### src/rtl/sisc_pkg.sv
// sisc_pkg: shared definitions for the SISC multicycle core.
//   - opcode constants (ir[31:28])
//   - ALU operation enum (ir[26:24] when ir[27]=0)
//   - control FSM state enum
//   - bit positions of the {C,V,N,Z} status flags
package sisc_pkg;

  localparam logic [3:0] OP_NOP    = 4'h0;
  localparam logic [3:0] OP_ALU_RR = 4'h1;
  localparam logic [3:0] OP_ALU_RI = 4'h2;
  localparam logic [3:0] OP_BRA    = 4'h4;
  localparam logic [3:0] OP_BRR    = 4'h5;
  localparam logic [3:0] OP_LOD    = 4'h6;
  localparam logic [3:0] OP_STR    = 4'h7;
  localparam logic [3:0] OP_HALT   = 4'hF;

  typedef enum logic [2:0] {
    ALU_ADD = 3'd0,
    ALU_SUB = 3'd1,
    ALU_AND = 3'd2,
    ALU_OR  = 3'd3,
    ALU_XOR = 3'd4,
    ALU_NOT = 3'd5,
    ALU_SHL = 3'd6,
    ALU_SHR = 3'd7
  } alu_op_e;

  typedef enum logic [2:0] {
    S_FETCH  = 3'd0,
    S_DECODE = 3'd1,
    S_EXEC   = 3'd2,
    S_MEM    = 3'd3,
    S_WB     = 3'd4,
    S_HALT   = 3'd5
  } state_e;

  localparam int unsigned STAT_Z = 0;
  localparam int unsigned STAT_N = 1;
  localparam int unsigned STAT_V = 2;
  localparam int unsigned STAT_C = 3;

endpackage

### src/rtl/sisc_alu_p.sv
// sisc_alu_p: combinational ALU of the SISC core.
//   a, b    in  DW  operands (a = rs, b = rt or sign-extended immediate)
//   op      in  3   operation
//   result  out DW  result
//   flags   out 4   {C,V,N,Z} computed from this result
module sisc_alu_p
  import sisc_pkg::*;
#(
  parameter int unsigned DW = 32
) (
  input  logic [DW-1:0] a,
  input  logic [DW-1:0] b,
  input  alu_op_e       op,
  output logic [DW-1:0] result,
  output logic [3:0]    flags
);

  logic [DW:0] sum;
  logic [DW:0] dif;
  logic        c;
  logic        v;

  always_comb begin
    sum    = {1'b0, a} + {1'b0, b};
    dif    = {1'b0, a} - {1'b0, b};
    result = '0;
    c      = 1'b0;
    v      = 1'b0;
    case (op)
      ALU_ADD: begin
        result = sum[DW-1:0];
        c      = sum[DW];
        v      = (a[DW-1] == b[DW-1]) && (result[DW-1] != a[DW-1]);
      end
      ALU_SUB: begin
        result = dif[DW-1:0];
        c      = ~dif[DW];  // carry flag means "no borrow"
        v      = (a[DW-1] != b[DW-1]) && (result[DW-1] != a[DW-1]);
      end
      ALU_AND: result = a & b;
      ALU_OR:  result = a | b;
      ALU_XOR: result = a ^ b;
      ALU_NOT: result = ~a;
      ALU_SHL: begin
        result = {a[DW-2:0], 1'b0};
        c      = a[DW-1];
      end
      ALU_SHR: begin
        result = {1'b0, a[DW-1:1]};
        c      = a[0];
      end
      default: result = '0;
    endcase
    flags         = '0;
    flags[STAT_C] = c;
    flags[STAT_V] = v;
    flags[STAT_N] = result[DW-1];
    flags[STAT_Z] = (result == '0);
  end

endmodule

### src/rtl/sisc_mc_core.sv
// sisc_mc_core: parametrised multicycle SISC core (PC, IR, register file,
// ALU, status register and control FSM).
//   clk, rst_f                 clock (rising) / async active-low reset
//   im_req/im_addr/im_data/im_ack  instruction fetch handshake (addr = pc)
//   dm_req/dm_we/dm_addr/dm_wdata/dm_rdata/dm_ack  data load/store handshake
//   pc      current program counter
//   stat    status flags {C,V,N,Z}
//   halted  core sits in HALT until reset
module sisc_mc_core
  import sisc_pkg::*;
#(
  parameter int unsigned DW    = 32,
  parameter int unsigned NREGS = 16,
  parameter int unsigned PW    = 16
) (
  input  logic          clk,
  input  logic          rst_f,
  output logic          im_req,
  output logic [PW-1:0] im_addr,
  input  logic [31:0]   im_data,
  input  logic          im_ack,
  output logic          dm_req,
  output logic          dm_we,
  output logic [PW-1:0] dm_addr,
  output logic [DW-1:0] dm_wdata,
  input  logic [DW-1:0] dm_rdata,
  input  logic          dm_ack,
  output logic [PW-1:0] pc,
  output logic [3:0]    stat,
  output logic          halted
);

  state_e        state_q, state_d;
  // Low only in the first cycle after reset, so the first fetch request
  // appears on the first clock after rst_f is released.
  logic          run_q, run_d;
  logic [PW-1:0] pc_q, pc_d;
  logic [PW-1:0] maddr_q, maddr_d;
  logic [31:0]   ir_q, ir_d;
  logic [3:0]    stat_q, stat_d;
  logic [DW-1:0] res_q, res_d;
  logic [DW-1:0] wdata_q, wdata_d;
  logic [DW-1:0] regs_q [NREGS];
  logic [DW-1:0] regs_d [NREGS];

  logic [3:0]    op, mm, rd, rs, rt;
  logic [DW-1:0] rs_val, rt_val, rd_val, imm_dw, alu_b, alu_res;
  logic [PW-1:0] imm_pw;
  logic [3:0]    alu_flags;
  alu_op_e       alu_op;
  logic          br_take;

  assign op     = ir_q[31:28];
  assign mm     = ir_q[27:24];
  assign rd     = ir_q[23:20];
  assign rs     = ir_q[19:16];
  assign rt     = ir_q[15:12];
  assign imm_dw = DW'($signed(ir_q[15:0]));
  assign imm_pw = PW'($signed(ir_q[15:0]));
  assign alu_op = alu_op_e'(mm[2:0]);
  assign alu_b  = (op == OP_ALU_RR) ? rt_val : imm_dw;
  assign br_take = (mm == 4'd0) || ((stat_q & mm) != 4'd0);

  // R0 and indices >= NREGS read as zero.
  always_comb begin
    rs_val = '0;
    rt_val = '0;
    rd_val = '0;
    for (int unsigned i = 1; i < NREGS; i++) begin
      if (rs == 4'(i)) rs_val = regs_q[i];
      if (rt == 4'(i)) rt_val = regs_q[i];
      if (rd == 4'(i)) rd_val = regs_q[i];
    end
  end

  sisc_alu_p #(.DW(DW)) u_alu (
    .a      (rs_val),
    .b      (alu_b),
    .op     (alu_op),
    .result (alu_res),
    .flags  (alu_flags)
  );

  always_comb begin
    state_d = state_q;
    run_d   = 1'b1;
    pc_d    = pc_q;
    ir_d    = ir_q;
    stat_d  = stat_q;
    res_d   = res_q;
    maddr_d = maddr_q;
    wdata_d = wdata_q;
    regs_d  = regs_q;
    im_req  = 1'b0;
    dm_req  = 1'b0;
    dm_we   = 1'b0;
    halted  = 1'b0;
    case (state_q)
      S_FETCH: begin
        im_req = run_q;
        if (run_q && im_ack) begin
          ir_d    = im_data;
          pc_d    = pc_q + PW'(1);
          state_d = S_DECODE;
        end
      end
      S_DECODE: begin
        case (op)
          OP_HALT: state_d = S_HALT;
          OP_NOP:  state_d = S_FETCH;
          OP_ALU_RR, OP_ALU_RI, OP_BRA, OP_BRR, OP_LOD, OP_STR:
                   state_d = S_EXEC;
          default: state_d = S_FETCH;
        endcase
      end
      S_EXEC: begin
        case (op)
          OP_BRA, OP_BRR: begin
            // pc already points past the branch, so BRR is relative to pc+1
            if (br_take) pc_d = (op == OP_BRA) ? imm_pw : pc_q + imm_pw;
            state_d = S_FETCH;
          end
          OP_LOD, OP_STR: begin
            maddr_d = PW'(rs_val + imm_dw);
            wdata_d = rd_val;
            state_d = S_MEM;
          end
          default: begin
            if (!mm[3]) begin
              res_d  = alu_res;
              stat_d = alu_flags;
            end
            state_d = S_WB;
          end
        endcase
      end
      S_MEM: begin
        dm_req = 1'b1;
        dm_we  = (op == OP_STR);
        if (dm_ack) begin
          if (op == OP_LOD) begin
            res_d   = dm_rdata;
            state_d = S_WB;
          end else begin
            state_d = S_FETCH;
          end
        end
      end
      S_WB: begin
        if (op == OP_LOD || !mm[3]) begin
          for (int unsigned i = 1; i < NREGS; i++) begin
            if (rd == 4'(i)) regs_d[i] = res_q;
          end
        end
        state_d = S_FETCH;
      end
      S_HALT:  halted = 1'b1;
      default: state_d = S_FETCH;
    endcase
  end

  always_ff @(posedge clk or negedge rst_f) begin
    if (!rst_f) begin
      state_q <= S_FETCH;
      run_q   <= 1'b0;
      pc_q    <= '0;
      ir_q    <= '0;
      stat_q  <= '0;
      res_q   <= '0;
      maddr_q <= '0;
      wdata_q <= '0;
      for (int unsigned i = 0; i < NREGS; i++) regs_q[i] <= '0;
    end else begin
      state_q <= state_d;
      run_q   <= run_d;
      pc_q    <= pc_d;
      ir_q    <= ir_d;
      stat_q  <= stat_d;
      res_q   <= res_d;
      maddr_q <= maddr_d;
      wdata_q <= wdata_d;
      regs_q  <= regs_d;
    end
  end

  assign im_addr  = pc_q;
  assign dm_addr  = maddr_q;
  assign dm_wdata = wdata_q;
  assign pc       = pc_q;
  assign stat     = stat_q;

endmodule

### config.mk
export PLATFORM = sky130hd
export DESIGN_NAME = sisc_mc_core
export DESIGN_NICKNAME = d
export VERILOG_FILES = /design/src/rtl/sisc_pkg.sv /design/src/rtl/sisc_alu_p.sv /design/src/rtl/sisc_mc_core.sv
export SDC_FILE = /design/constraint.sdc
export NUM_CORES = 2
export LEC_CHECK = 0
export CAP_MARGIN = 30
export CORE_MARGIN = 5
export CORE_UTILIZATION = 52
export CTS_CLUSTER_DIAMETER = 100
export DETAILED_ROUTE_END_ITERATION = 8
export DONT_BUFFER_PORTS = 1
export PLACE_DENSITY = 0.65
export SYNTH_ARGS = -nofsm -noshare
export SYNTH_HDL_FRONTEND = slang
export SYNTH_SLANG_ARGS = --single-unit
### constraint.sdc
create_clock -name clk -period 7.45 [get_ports clk]
set_input_delay 0.745 -clock clk [delete_from_list [all_inputs] [get_ports clk]]
set_output_delay 0.745 -clock clk [all_outputs]
set_load 0.005 [all_outputs]
==> key figures <==
Status
  – Result of the run: finished with violations
  – Failing checks: design-rule violations, negative hold slack

Route
  – Count of nets left with antenna violations after detail routing: 0
  – Length of routed met2 wiring: 83600 um
  – First DRT Iteration DRCs: 6824
  – Average wire per standard cell: 36.3 um
  – DRC violation count after routing: 11
  – Met3 layer wire length in the routed design: 28700 um
  – Top Layer Used: met5
  – Total wire length after detailed routing: 206000 um
  – Average vias per placed instance: 7.38
  – Routed met1 length: 79100 um
  – Total number of vias: 41798
  – First-pass detailed-route iteration total: 9

Synthesis
  – Share of Yosys cell area claimed by the top area cell type: 0.361
  – Async set-or-reset flop fraction in the synthesized netlist: 1.00
  – Part of the Yosys area used for sequential elements: 0.361
  – Adder-cell share of the synthesized area: 0.0382
  – Synthesized instance count: 4630
  – Mapped cell area: 42700 um^2
  – Share of cell area taken by muxes after synthesis: 0.172
  – Largest cells by area after synthesis: dfrtp_1 36%, mux2_2 15%, a21oi_1 4.2%, o21ai_0 3.9%, ha_1 3.6%
  – Most area-hungry cell type in the Yosys netlist: dfrtp_1
  – Register bit count reported by yosys: 616
  – Complex-gate fraction of the synthesized area: 0.247
  – Fraction of the mapped netlist area in simple logic gates: 0.115
  – Synth warn: 0
  – Parity-gate share of the synthesized area counting xor and xnor cells: 0.0127
  – Number of enable-type register cells in the synthesized netlist: 0
  – Cell with the most instances after synthesis: dfrtp_1
  – Synth top cells by count: 616 x dfrtp_1, 552 x mux2_2, 371 x nor2_1
  – Top flip-flop cell by instance count after synthesis: dfrtp_1
  – Combinational family with the most area after synthesis: compound AO/OA/AOI/OAI gates
  – Net count of the mapped netlist: 4826
  – Number of distinct standard cells referenced by the synthesized netlist: 93
  – Synth Area per Inst: 9.22 um^2

Placed design
  – IO Port Bufs: 0
  – Placed inst area: 44200 um^2
  – Number of cells after detailed placement: 5511
  – Total half-perimeter wirelength after legalization and detailed placement: 143000 um
  – Routability congestion estimate: 1.08

Pwr
  – Sequential share of power: 0.230
  – Cell-internal power: 11.7 mW
  – Worst vdd rail ir drop: 330 uV
  – Leakage component of the power: 21.0 nW
  – Overall Power: 25.4 mW
  – Combinational fraction of design power: 0.620
  – Switching power total: 13.7 mW
  – Net switching fraction of the power: 0.539
  – Clock power share: 0.150
  – Power Dens Cells: 543 nW/um^2

Setup path
  – CP max stage cell: nor2_2
  – Worst Setup End Kind: flop
  – Critical path, cell by cell: nand2_1, nor2_2, buf_4, a22oi_1, nand4_1, o21ai_0, nand4_1, o21ai_0, a31oi_1, inv_1, ha_1, or4_1, a2111oi_0, a211oi_1, buf_4, o21ai_0, o221ai_1, and4_1, o2111ai_1, or3b_2, o21ai_0, o2111ai_1, o31ai_2
  – Timing endpoint of the critical path: stat[0]$_DFFE_PN0P_
  – Slowest stage delay, CP: 0.72 ns
  – Number of stages on the worst setup path: 23
  – Nature of the critical path startpoint: flop
  – Setup Crit Path Kind: flop to flop
  – Source of the critical timing path: ir_q[12]$_DFFE_PN0P_
  – Required time worst endpoint: 8.00 ns
  – Cell seen most often among critical-path stages: o21ai_0
  – Top cell family by delay on the critical path: simple AND/OR/NAND/NOR gates
  – Arrival time worst endpoint: 7.82 ns
  – End of the worst register-to-register path: stat[0]$_DFFE_PN0P_
  – Setup slack of the worst register-to-register path: 0.19 ns
  – Reg2reg path depth: 23
  – Crit path buffers/inverters: 3
  – Worst Path Max Fanout: 23
  – FF-to-FF Start: ir_q[12]$_DFFE_PN0P_

Timing
  – Final Max Slew Viols: 0
  – Transition time at the pin with the least slew margin: 1.18 ns
  – Final cycle utilization of the critical path: 0.975
  – TNS Setup: 0 ns
  – Worst slew slack as a fraction of its limit: 0.213
  – Final setup vio count: 0
  – Clk_skew: 0.0286 ns
  – Final Hold Viols: 1
  – Worst slack on hold paths: -0.00158 ns
  – Time the final worst path needs with I/O delays and setup: 7.26 ns
  – Max frequency: 138 MHz
  – Unrepaired setup endpoints after global routing: false

Clock network
  – Total clock buffers created by CTS: 74
  – TritonCTS clock tree: built
  – Maximum level of the CTS H-tree: 3
  – Root buffer selected by CTS: clkbuf_16
  – TritonCTS sink count: 616
  – Post-CTS clock slew at the launch and capture registers of the worst setup and hold paths: 0.06 ns
  – Worst-Skew Late Latency: 0.66 ns
  – Clock buffer depth: 3

Floorplanning
  – Core area: 81700 um^2
  – Site row count: 105
  – Vertical extent of the die: 296 um
  – Starting Density: 0.522
  – Die Wd: 296 um
  – Die area: 87900 um^2
  – Number of primary I/O pins: 156

Layout
  – Post-route non-filler standard cell count: 5663
  – Layout area overhead: 9.82%
  – End-of-flow core utilization: 0.573
  – Design area: 46900 um^2
  – Fraction of layout cells with a size suffix above 1: 0.220
  – Net count reported at finish: 4723

Global routing
  – Maximum number of pins on one net before global-route repair: 617
  – GR Overflow Total: 0
  – Total routing resource utilization after global routing: 0.454
  – Number of global-route vias before repair: 39271
  – Global-route wire length before repair: 291000 um
  – Antenna violations before repair: 18

Hold path
  – Hold WC Path Type: input port to asynchronous set/reset pin

Flow run
  – Maximum Capacitance Violations: 0
-- worst register-to-register path, stage by stage, from the launching register on --
cell	delay [ns]
dfrtp_4	0.59
nand2_1	0.35
nor2_2	0.72
buf_4	0.52
a22oi_1	0.16
nand4_1	0.12
o21ai_0	0.19
nand4_1	0.28
o21ai_0	0.13
a31oi_1	0.36
inv_1	0.12
ha_1	0.28
or4_1	0.47
a2111oi_0	0.58
a211oi_1	0.17
buf_4	0.18
o21ai_0	0.17
o221ai_1	0.29
and4_1	0.33
o2111ai_1	0.17
or3b_2	0.45
o21ai_0	0.12
o2111ai_1	0.17
o31ai_2	0.23
-- sequential cells by signal (all words and copies together) (netlist names) --
name,cells
regs_q,480
stat,4
im_addr,16
dm_wdata,32
dm_addr,16
state_q,3
res_q,32
run_q,1
ir_q,32
-- cell type report --
cell class                 count  area [um^2]
clock inverter                30          369
antenna                       10         25.0
clock buffer                 102         2130
timing repair buffer         220         1780
fill                        7310        34900
inverter                     144          541
tap                         1070         1340
multi-input combinational   3471        25200
sequential                   616        15400
-- repair_timing --
action / CTS / global route
resized for setup: 0 / 2
endpoints found under the hold margin: 616 / 80
setup buffers: 0 / 4
endpoints found under the setup margin: 0 / 1
-- cells in the final DEF (no fill, tap or decap), types with 45 or more instances in the layout --
cell type    n
mux2i_1     91
nand2_1    308
ha_1       124
a222oi_1    60
a22oi_1    178
a211oi_1    45
o21ai_0    334
xnor2_1     47
mux2_2     552
clkbuf_16   75
o22ai_1     47
nor2_1     343
inv_1      140
dfrtp_1    609
a211o_1     48
nand3_1     72
a221oi_1    76
a31oi_1     92
buf_4      208
a21oi_1    356
-- power by group through the flow --
stage | registers [mW] | clock network (mW) | logic, mW
after detailed placement | 5.77 | 0 | 14.9
final | 5.85 | 3.81 | 15.8
after global routing | 5.87 | 3.96 | 16.5
after floorplan | 4.78 | 0 | 9.93
after CTS | 5.71 | 3.84 | 15.0
after global placement | 5.77 | 0 | 15.0
-- cells by family (layout without fill, tap and decap cells) --
| logic type | Yosys count | after routing |
|---|---|---|
| AOI/OAI and AO/OA | 1570 | 1570 |
| other | 1 | 11 |
| muxes | 652 | 652 |
| adders and majority gates | 128 | 128 |
| xor gates and xnor gates | 62 | 62 |
| buffers and inverters | 543 | 496 |
| and+or+nand+nor | 1058 | 1058 |
| DFF | 616 | 616 |
-- how the worst min path moves through the flow --
| stage | startpoint | end | slack, ns | cells past startpoint |
|---|---|---|---|---|
| 3_3_place_gp | rst_f | im_addr[11]$_DFFE_PN0P_ | 0.46 | 0 |
| 6_report | rst_f | im_addr[10]$_DFFE_PN0P_ | -0.002 | 1 |
| 2_1_floorplan | rst_f | dm_addr[0]$_DFFE_PN0P_ | 0.45 | 0 |
| 3_5_place_dp | rst_f | im_addr[11]$_DFFE_PN0P_ | 0.47 | 0 |
| 4_1_cts | rst_f | im_addr[11]$_DFFE_PN0P_ | -0.23 | 0 |
| 5_1_grt | rst_f | im_addr[10]$_DFFE_PN0P_ | 0.03 | 1 |
-- layer usage --
metal | GRT usage | vias up
li1 | - | 17181
met1 | 0.605 | 20461
met2 | 0.645 | 3298
met3 | 0.165 | 846
met4 | 0.249 | 12
met5 | 0 | -
-- metrics by stage --
step	hold slack, ns	setup WS, ns
finish	-0.00158	0.187
global route	0.0275	0.0170
CTS	-0.226	0.399
detailed placement	0.466	0.474
global placement	0.464	0.615
floorplan	0.449	1.31
Note: power is estimated with default switching activity, not from simulation.
